## src/rtl/i2c_pkg.sv

```systemverilog
// Shared types and constants for the I2C target controller.
package i2c_pkg;

    typedef enum logic [2:0] {
        StIdle,
        StAddr,
        StAddrAck,
        StWrData,
        StWrAck,
        StRdData,
        StRdAck,
        StWaitStop
    } i2c_state_e;

    localparam logic I2C_RW_READ = 1'b1;
    localparam logic I2C_ACK     = 1'b0;

endpackage

```

## src/rtl/i2c_line_sync.sv

```systemverilog
// Synchronises raw SCL/SDA and derives SCL edges plus START/STOP conditions.
module i2c_line_sync #(
    parameter int unsigned SYNC_STAGES = 2
) (
    input  logic clk,
    input  logic rst,
    input  logic scl_i,
    input  logic sda_i,
    output logic scl_rise,
    output logic scl_fall,
    output logic start_det,
    output logic stop_det,
    output logic sda_s
);

    logic [SYNC_STAGES-1:0] scl_sync_q;
    logic [SYNC_STAGES-1:0] sda_sync_q;
    logic                   scl_prev_q;
    logic                   sda_prev_q;
    logic                   scl_s;

    // Reset to the idle bus level so leaving reset never fakes an edge.
    always_ff @(posedge clk) begin
        if (rst) begin
            scl_sync_q <= '1;
            sda_sync_q <= '1;
            scl_prev_q <= 1'b1;
            sda_prev_q <= 1'b1;
        end else begin
            scl_sync_q <= {scl_sync_q[SYNC_STAGES-2:0], scl_i};
            sda_sync_q <= {sda_sync_q[SYNC_STAGES-2:0], sda_i};
            scl_prev_q <= scl_s;
            sda_prev_q <= sda_s;
        end
    end

    assign scl_s     = scl_sync_q[SYNC_STAGES-1];
    assign sda_s     = sda_sync_q[SYNC_STAGES-1];
    assign scl_rise  = scl_s & ~scl_prev_q;
    assign scl_fall  = ~scl_s & scl_prev_q;
    assign start_det = scl_s & sda_prev_q & ~sda_s;
    assign stop_det  = scl_s & ~sda_prev_q & sda_s;

endmodule

```

## src/rtl/i2c_slave_ctrl.sv

```systemverilog
// I2C target: address match, write-byte delivery and read-byte shifting on an
// open-drain SDA (SDA_oen=1 pulls low).
module i2c_slave_ctrl
    import i2c_pkg::*;
#(
    parameter logic [6:0]  SLV_ADDR    = 7'h42,
    parameter int unsigned SYNC_STAGES = 2
) (
    input  logic       clk,
    input  logic       rst,
    input  logic       SCL_in,
    input  logic       SDA_in,
    output logic       SDA_out,
    output logic       SDA_oen,
    output logic [7:0] rx_data,
    output logic       rx_valid,
    input  logic [7:0] tx_data,
    output logic       tx_req,
    output logic       rd_nack,
    output logic       addr_match,
    output logic       busy
);

    logic       scl_rise, scl_fall, start_det, stop_det, sda_s;

    i2c_state_e state_q, state_d;
    logic [2:0] bit_cnt_q, bit_cnt_d;
    logic [6:0] shift_q, shift_d;
    logic       rw_q, rw_d;
    logic       sda_oen_q, sda_oen_d;
    logic       addr_match_q, addr_match_d;
    logic       busy_q, busy_d;
    logic [7:0] rx_data_q, rx_data_d;
    logic       rx_valid_q, rx_valid_d;
    logic       rd_nack_q, rd_nack_d;
    logic       load_tx;
    logic       last_bit;
    logic [7:0] byte_in;

    i2c_line_sync #(
        .SYNC_STAGES (SYNC_STAGES)
    ) u_line_sync (
        .clk       (clk),
        .rst       (rst),
        .scl_i     (SCL_in),
        .sda_i     (SDA_in),
        .scl_rise  (scl_rise),
        .scl_fall  (scl_fall),
        .start_det (start_det),
        .stop_det  (stop_det),
        .sda_s     (sda_s)
    );

    assign last_bit = (bit_cnt_q == 3'd7);
    assign byte_in  = {shift_q, sda_s};

    always_comb begin
        state_d      = state_q;
        bit_cnt_d    = bit_cnt_q;
        shift_d      = shift_q;
        rw_d         = rw_q;
        sda_oen_d    = sda_oen_q;
        addr_match_d = addr_match_q;
        busy_d       = busy_q;
        rx_data_d    = rx_data_q;
        rx_valid_d   = 1'b0;
        rd_nack_d    = 1'b0;
        load_tx      = 1'b0;

        if (start_det) begin
            state_d      = StAddr;
            busy_d       = 1'b1;
            addr_match_d = 1'b0;
            bit_cnt_d    = 3'd0;
            sda_oen_d    = 1'b0;
        end else if (stop_det) begin
            state_d      = StIdle;
            busy_d       = 1'b0;
            addr_match_d = 1'b0;
            bit_cnt_d    = 3'd0;
            sda_oen_d    = 1'b0;
        end else begin
            unique case (state_q)
                StIdle, StWaitStop: begin
                end
                StAddr: begin
                    if (scl_rise) begin
                        shift_d   = byte_in[6:0];
                        bit_cnt_d = bit_cnt_q + 3'd1;
                        if (last_bit) begin
                            if (shift_q == SLV_ADDR) begin
                                state_d = StAddrAck;
                                rw_d    = sda_s;
                            end else begin
                                state_d = StWaitStop;
                            end
                        end
                    end
                end
                // First fall starts the ACK slot, second fall ends it.
                StAddrAck, StWrAck: begin
                    if (scl_fall) begin
                        if (!sda_oen_q) begin
                            sda_oen_d    = 1'b1;
                            addr_match_d = 1'b1;
                        end else if (state_q == StAddrAck && rw_q == I2C_RW_READ) begin
                            load_tx = 1'b1;
                        end else begin
                            sda_oen_d = 1'b0;
                            state_d   = StWrData;
                        end
                    end
                end
                StWrData: begin
                    if (scl_rise) begin
                        shift_d   = byte_in[6:0];
                        bit_cnt_d = bit_cnt_q + 3'd1;
                        if (last_bit) begin
                            rx_data_d  = byte_in;
                            rx_valid_d = 1'b1;
                            state_d    = StWrAck;
                        end
                    end
                end
                StRdData: begin
                    if (scl_fall) begin
                        bit_cnt_d = bit_cnt_q + 3'd1;
                        if (last_bit) begin
                            sda_oen_d = 1'b0;
                            state_d   = StRdAck;
                        end else begin
                            sda_oen_d = ~shift_q[6];
                            shift_d   = {shift_q[5:0], 1'b0};
                        end
                    end
                end
                StRdAck: begin
                    if (scl_rise && sda_s != I2C_ACK) begin
                        rd_nack_d = 1'b1;
                        state_d   = StWaitStop;
                    end else if (scl_fall) begin
                        load_tx = 1'b1;
                    end
                end
            endcase
        end

        // Bit 7 goes straight to the pad; the shifter keeps the remaining seven.
        if (load_tx) begin
            shift_d   = tx_data[6:0];
            sda_oen_d = ~tx_data[7];
            bit_cnt_d = 3'd0;
            state_d   = StRdData;
        end
    end

    always_ff @(posedge clk) begin
        if (rst) begin
            state_q      <= StIdle;
            bit_cnt_q    <= 3'd0;
            shift_q      <= 7'd0;
            rw_q         <= 1'b0;
            sda_oen_q    <= 1'b0;
            addr_match_q <= 1'b0;
            busy_q       <= 1'b0;
            rx_data_q    <= 8'd0;
            rx_valid_q   <= 1'b0;
            rd_nack_q    <= 1'b0;
        end else begin
            state_q      <= state_d;
            bit_cnt_q    <= bit_cnt_d;
            shift_q      <= shift_d;
            rw_q         <= rw_d;
            sda_oen_q    <= sda_oen_d;
            addr_match_q <= addr_match_d;
            busy_q       <= busy_d;
            rx_data_q    <= rx_data_d;
            rx_valid_q   <= rx_valid_d;
            rd_nack_q    <= rd_nack_d;
        end
    end

    assign SDA_out    = 1'b0;
    assign SDA_oen    = sda_oen_q;
    assign rx_data    = rx_data_q;
    assign rx_valid   = rx_valid_q;
    assign tx_req     = load_tx & ~rst;
    assign rd_nack    = rd_nack_q;
    assign addr_match = addr_match_q;
    assign busy       = busy_q;

endmodule

```

## config.mk

```make
export PLATFORM = sky130hd
export DESIGN_NAME = i2c_slave_ctrl
export DESIGN_NICKNAME = d
export VERILOG_FILES = /design/src/rtl/i2c_pkg.sv /design/src/rtl/i2c_line_sync.sv /design/src/rtl/i2c_slave_ctrl.sv
export SDC_FILE = /design/constraint.sdc
export NUM_CORES = 1
export LEC_CHECK = 0
export ABC_AREA = 1
export CORE_MARGIN = 4
export CORE_UTILIZATION = 40
export DETAILED_ROUTE_END_ITERATION = 6
export DONT_BUFFER_PORTS = 1
export GPL_TIMING_DRIVEN = 0
export PLACE_DENSITY = 0.65
export SLEW_MARGIN = 20
export SYNTH_ARGS = -nofsm -noshare
export SYNTH_HDL_FRONTEND = slang
export SYNTH_SLANG_ARGS = --single-unit
```

## constraint.sdc

```tcl
create_clock -name clk -period 4.5 [get_ports clk]
set_clock_uncertainty 0.1 [all_clocks]
set_input_delay 0.225 -clock clk [delete_from_list [all_inputs] [get_ports clk]]
set_output_delay 0.225 -clock clk [all_outputs]
set_load 0.02 [all_outputs]
```

======== Word level (Yosys, flattened, before mapping) ========
Index checks and enable logic that the tools add are counted.
storage, ports and cells
  flip-flop bits (word level) ............. 33
  output and inout port bits .............. 15
  logic and storage cells ................. 137
operators by class
  add/subtract/negate cells ............... 1
  eq/ne operators ......................... 34
  muxes and demuxes ....................... 45
  bitwise logic cells ..................... 20
  reduce and logical (&&, ||, !) cells .... 22
operators by type and width
  kind                                                    count
  inequality test 5 bit (second input constant)           10
  two-way mux 3 bit                                       16
  two-way mux 7 bit                                       6
  AND reduction 11 bit                                    2
  inequality test 2 bit (second input constant)           10
  two-way mux 1 bit                                       18
  case mux 3 bit (5 select lines)                         1
  case mux 7 bit (2 select lines)                         1
  NOT 1 bit                                               13
  == test 3 bit (second input constant)                   4
  AND reduction 6 bit                                     2
  nonzero test 5 bit                                      2
  AND reduction 3 bit                                     3
  nonzero test 8 bit                                      1
  OR reduction 4 bit                                      2
  AND 1 bit                                               7
  == test 7 bit (second input constant)                   1
  == test 3 x 2 -> 1 bit (second input constant)          2
  inequality test 2 x 1 -> 1 bit (second input constant)  3
  inequality test 3 bit (second input constant)           2
  case mux 3 bit (2 select lines)                         1
  AND reduction 5 bit                                     1
  OR reduction 5 bit                                      1
  case mux 1 bit (2 select lines)                         2
  other kinds (8)                                         11

======== Longest topological paths before layout ========
  depth in word-level cells ............... 10
  depth in mapped cells ................... 12
  mapped depth without buffers ............ 12

======== By module ========
From an unflattened synthesis, not the netlist that was laid out.
unflattened totals
  cells, all modules ...................... 256
  area total of the unflattened synthesis .. 1775.5 µm²
by module, submodules not included
  module          times used  cells an instance  area each (µm²)  seq. area each (µm²)
  i2c_slave_ctrl  1           236                1587.8           540.5
  i2c_line_sync   1           20                 187.7            120.1

======== Least setup slack after synthesis ========
No wires, ideal clock.
  kind .................................... reg2out
  start point ............................. reg sda_oen_q, in the netlist SDA_oen
  end point ............................... out tx_req
  data arrival time ....................... 1.386 ns
  data required time ...................... 4.175 ns
  path slack .............................. 2.789 ns
  stages on the path, launching flop included .. 6
  buffers on the path ..................... 1
  path through ............................ dfxtp_1 -> inv_1 -> o21ai_4 -> nand2_4 -> buf_2 -> nor2_1
on the way
  longest elaborated chain between the ends .. 6
RTL lines
  item                             RTL line               text
  start: declaration               i2c_slave_ctrl.sv:30   logic sda_oen_q, sda_oen_d;
  start signal: assignment         i2c_slave_ctrl.sv:174  sda_oen_q <= sda_oen_d;
  two-way mux 1 bit                i2c_slave_ctrl.sv:103  if (!sda_oen_q) begin
  two-way mux 1 bit                i2c_slave_ctrl.sv:102  if (scl_fall) begin
  case mux 1 bit (2 select lines)  i2c_slave_ctrl.sv:83   unique case (state_q)
  two-way mux 1 bit                i2c_slave_ctrl.sv:76   end else if (stop_det) begin
  two-way mux 1 bit                i2c_slave_ctrl.sv:70   if (start_det) begin
  AND 1 bit                        i2c_slave_ctrl.sv:187  assign tx_req = load_tx & ~rst;
  end: declaration                 i2c_slave_ctrl.sv:18   output logic tx_req,
Every way passes these cells.

======== Worst setup path after layout ========
Same ends and word-level chain as after synthesis.

==> impl_metrics.csv <==
group,metric,value,unit
synthesis,post-synth-top-area-fraction,0.410,
synthesis,netlist_area,1610,um^2
timing,fmax,450,MHz
synthesis,synth_compound_gate_area_share,0.110,
clock_tree,cts_resized,0,
synthesis,synth_mux_area_frac,0,
synthesis,synth-xor-area-share,0.00543,
route,detail-route-antenna-nets,0,
final_layout,nFillCells,383,
synthesis,synthSimpleGateAreaFrac,0.373,
die,die_area,5110,um^2
pwr,total_power,1010,uW
pwr,total_leakage_power,0.000862,uW
worst_hold_path,hold_class,"input pin to flop",
global_routing,grt_start_max_net_pins,11,
route,drt-total-wl,3.57,mm
clock_tree,cts-root-to-sink-buffers,2,
route,drt_iter0_markers,102,
clock_tree,clock_tree.htree_level_count,2,
placement,global_placement_routability_congestion,0.877,
worst_setup_path,cp_slowest_cell,"sky130_fd_sc_hd__dfxtp_1",
worst_setup_path,cp_slowest_stage_delay,0.50,ns
placement,io_buffer_count,0,
clock_tree,clkLatencyLatePin,0.29,ns
die,row_count,22,
worst_setup_path,startpoint_kind_of_the_worst_setup_timing_path,"flop",
timing,min_period,2.22,ns
timing,report.final.slew_viol_count,0,
global_routing,grt_remaining_overflow,0,
synthesis,yosysWarnings,0,
die,die_x,71.5,um
final_layout,area.growth.synth_to_final,12.2,%
synthesis,yosys.cell_count.top_type,"sky130_fd_sc_hd__nand2_1",
clock_tree,cts.clk_slew.worst_paths,0.07,ns
pwr,max-vdd-ir-drop,0.000265,V
clock_tree,clock_buffers_created_by_tritoncts,5,
worst_setup_path,critical_path_arrival,1.90,ns
worst_setup_path,worstPathRequired,4.18,ns
synthesis,synthCells,229,
job,cap_viol_max_count,0,
worst_setup_path,cpLargestDelayFamily,"flip-flops",
worst_setup_path,cp_max_fo,10,
die,pin_count,27,
timing,final.hold.worst_slack,0.0345,ns
final_layout,layout-drive-gt1-share,0.126,
timing,final_min_period_over_clock_period,0.494,
worst_setup_path,sequence_of_cells_on_the_critical_path,"inv_1 -> o21ai_4 -> nand2_4 -> buf_2 -> nor2_1",
pwr,power-per-cell-area,560,nW/um^2
route,drc,0,
clock_tree,clock_tree.root_cell,"sky130_fd_sc_hd__clkbuf_8",
die,die_height,71.5,um
synthesis,postSynth.topFlopCell,"sky130_fd_sc_hd__dfxtp_1",
timing,final_hold_violations,0,
synthesis,post-synth-top-area-cell,"sky130_fd_sc_hd__dfxtp_1",
timing,rsz0062_at_grt,"false",
route,wl_per_cell,12.4,um
clock_tree,tritoncts_num_sinks,33,
route,dr.pass1.iters,4,
route,post_drt_via_cell_ratio,4.95,
clock_tree,tritoncts_clock_tree,"yes",
timing,fin_setup_tns,0,ns
final_layout,antenna-diode-count,0,
synthesis,yosys-top-cells-area,"sky130_fd_sc_hd__dfxtp_1 (41%), sky130_fd_sc_hd__nand2_1 (13%), sky130_fd_sc_hd__nor2_1 (7.9%), sky130_fd_sc_hd__nand3_1 (5.6%), sky130_fd_sc_hd__inv_1 (4.7%)",
synthesis,synthesis.nets,243,
synthesis,synth_top_family_by_area,"simple AND/OR/NAND/NOR gates",
final_layout,layout.nets,252,
worst_setup_path,path_class,"flop to output port",
global_routing,grt_util_all_layers,0.158,
synthesis,asyncSetResetFlopFracSynth,0,
route,via_count,1420,
die,starting_density_of_the_core,0.427,
synthesis,ys_types,32,
global_routing,wire_length_of_the_first_global_routing_pass,6.40,mm
worst_setup_path,endpoint_kind,"output port",
placement,dpl_hpwl,2.63,mm
die,core,3770,um^2
timing,post-route-worst-setup-slack,2.28,ns
status,outcome,"finished clean",
synthesis,synth-adder-area-share,0.0155,
synthesis,synth_area_per_cell,7.04,um^2
synthesis,synth_enable_flop_cells,0,
synthesis,ys_seq_area_frac,0.410,
global_routing,grt_antenna_before_repair,0,
placement,pre_cts_slack,2.56,ns
worst_setup_path,worstPathBufferInverterCount,2,
global_routing,grt_pass1_vias,1386,
synthesis,yosys_register_bits,33,
timing,setup-violations-final,0,
synthesis,synth.top_cells.by_count,"sky130_fd_sc_hd__nand2_1 (55), sky130_fd_sc_hd__nor2_1 (34), sky130_fd_sc_hd__dfxtp_1 (33), sky130_fd_sc_hd__inv_1 (20), sky130_fd_sc_hd__nand3_1 (18)",
-- registers in the layout (all words and copies together), names as in the netlist --
register                cells
SDA_oen                     1
addr_match                  1
bit_cnt_q                   3
busy                        1
rd_nack                     1
rw_q                        1
rx_data                     8
rx_valid                    1
shift_q                     7
state_q                     3
u_line_sync.scl_prev_q      1
u_line_sync.scl_sync_q      2
u_line_sync.sda_prev_q      1
u_line_sync.sda_sync_q      2
-- metal layers --
layer,GRT usage,wire [um]
met4,0.0585,63
met3,0.0519,206
met2,0.231,1630
met5,0,0
met1,0.217,1670
-- cell families (layout without fill, tap and decap cells) --
group           after synthesis  after routing
xor+xnor                      1              1
compound gates               31             31
fa+ha+maj                     2              2
simple gates                130            130
other cells                   1              1
buf+inv                      31             41
flops                        33             33
-- cells in the final DEF (no fill, tap or decap), types with 2 or more instances in the layout --
master,n
sky130_fd_sc_hd__nand2_1,55
sky130_fd_sc_hd__nor2_1,34
sky130_fd_sc_hd__dfxtp_1,33
sky130_fd_sc_hd__inv_1,20
sky130_fd_sc_hd__nand3_1,18
sky130_fd_sc_hd__a21oi_1,14
sky130_fd_sc_hd__o21ai_0,11
sky130_fd_sc_hd__clkbuf_8,6
sky130_fd_sc_hd__nand4_1,5
sky130_fd_sc_hd__or2_2,5
sky130_fd_sc_hd__inv_2,4
sky130_fd_sc_hd__clkbuf_1,3
sky130_fd_sc_hd__nor2_4,2
sky130_fd_sc_hd__buf_2,2
sky130_fd_sc_hd__nor3_1,2
sky130_fd_sc_hd__o21ai_1,2
sky130_fd_sc_hd__nand3b_1,2
sky130_fd_sc_hd__buf_4,2
sky130_fd_sc_hd__ha_1,2
sky130_fd_sc_hd__dlygate4sd3_1,2
-- report_power, final --
group	switching [uW]	internal [uW]
logic	220	126
registers	40.8	336
clock network	109	181
-- area by class of cell --
| type | instances | area [um^2] | area share |
|---|---|---|---|
| clock inverters | 1 | 30.0 | 0.0166 |
| plain buffers | 7 | 43.8 | 0.0242 |
| repair buffers | 2 | 20.0 | 0.0111 |
| inverters | 24 | 90.1 | 0.0498 |
| well taps | 48 | 60.1 | 0.0332 |
| multi-input cells | 165 | 817 | 0.452 |
| flip-flops and latches | 33 | 661 | 0.365 |
| clock buffers | 7 | 86.3 | 0.0478 |
-- final timing paths --
kind | endpoint | from | slack [ns] | depth (start not counted)
setup / recovery | tx_req | SDA_oen | 2.28 | 5
hold / removal | SDA_oen | tx_data[7] | 0.03 | 2
setup reg to reg | shift_q[1] | SDA_oen | 2.65 | 8
hold reg to reg | u_line_sync.scl_sync_q[1] | u_line_sync.scl_sync_q[0] | 0.31 | 1
-- per-stage QoR --
step | util | std cells | cell area (um^2)
2_1_floorplan | - | 229 | 1610
3_3_place_gp | 0.443 | 277 | 1670
3_5_place_dp | 0.443 | 277 | 1670
4_1_cts | 0.479 | 287 | 1810
5_1_grt | 0.479 | 287 | 1810
6_report | 0.479 | 287 | 1810
-- what timing repair did --
| item | CTS | global route |
|---|---|---|
| setup buffers | 0 | 0 |
| hold buffers | 2 | 0 |
| endpoints found under the hold margin | 2 | 0 |
No activity file was read; power rests on OpenSTA's default activity.
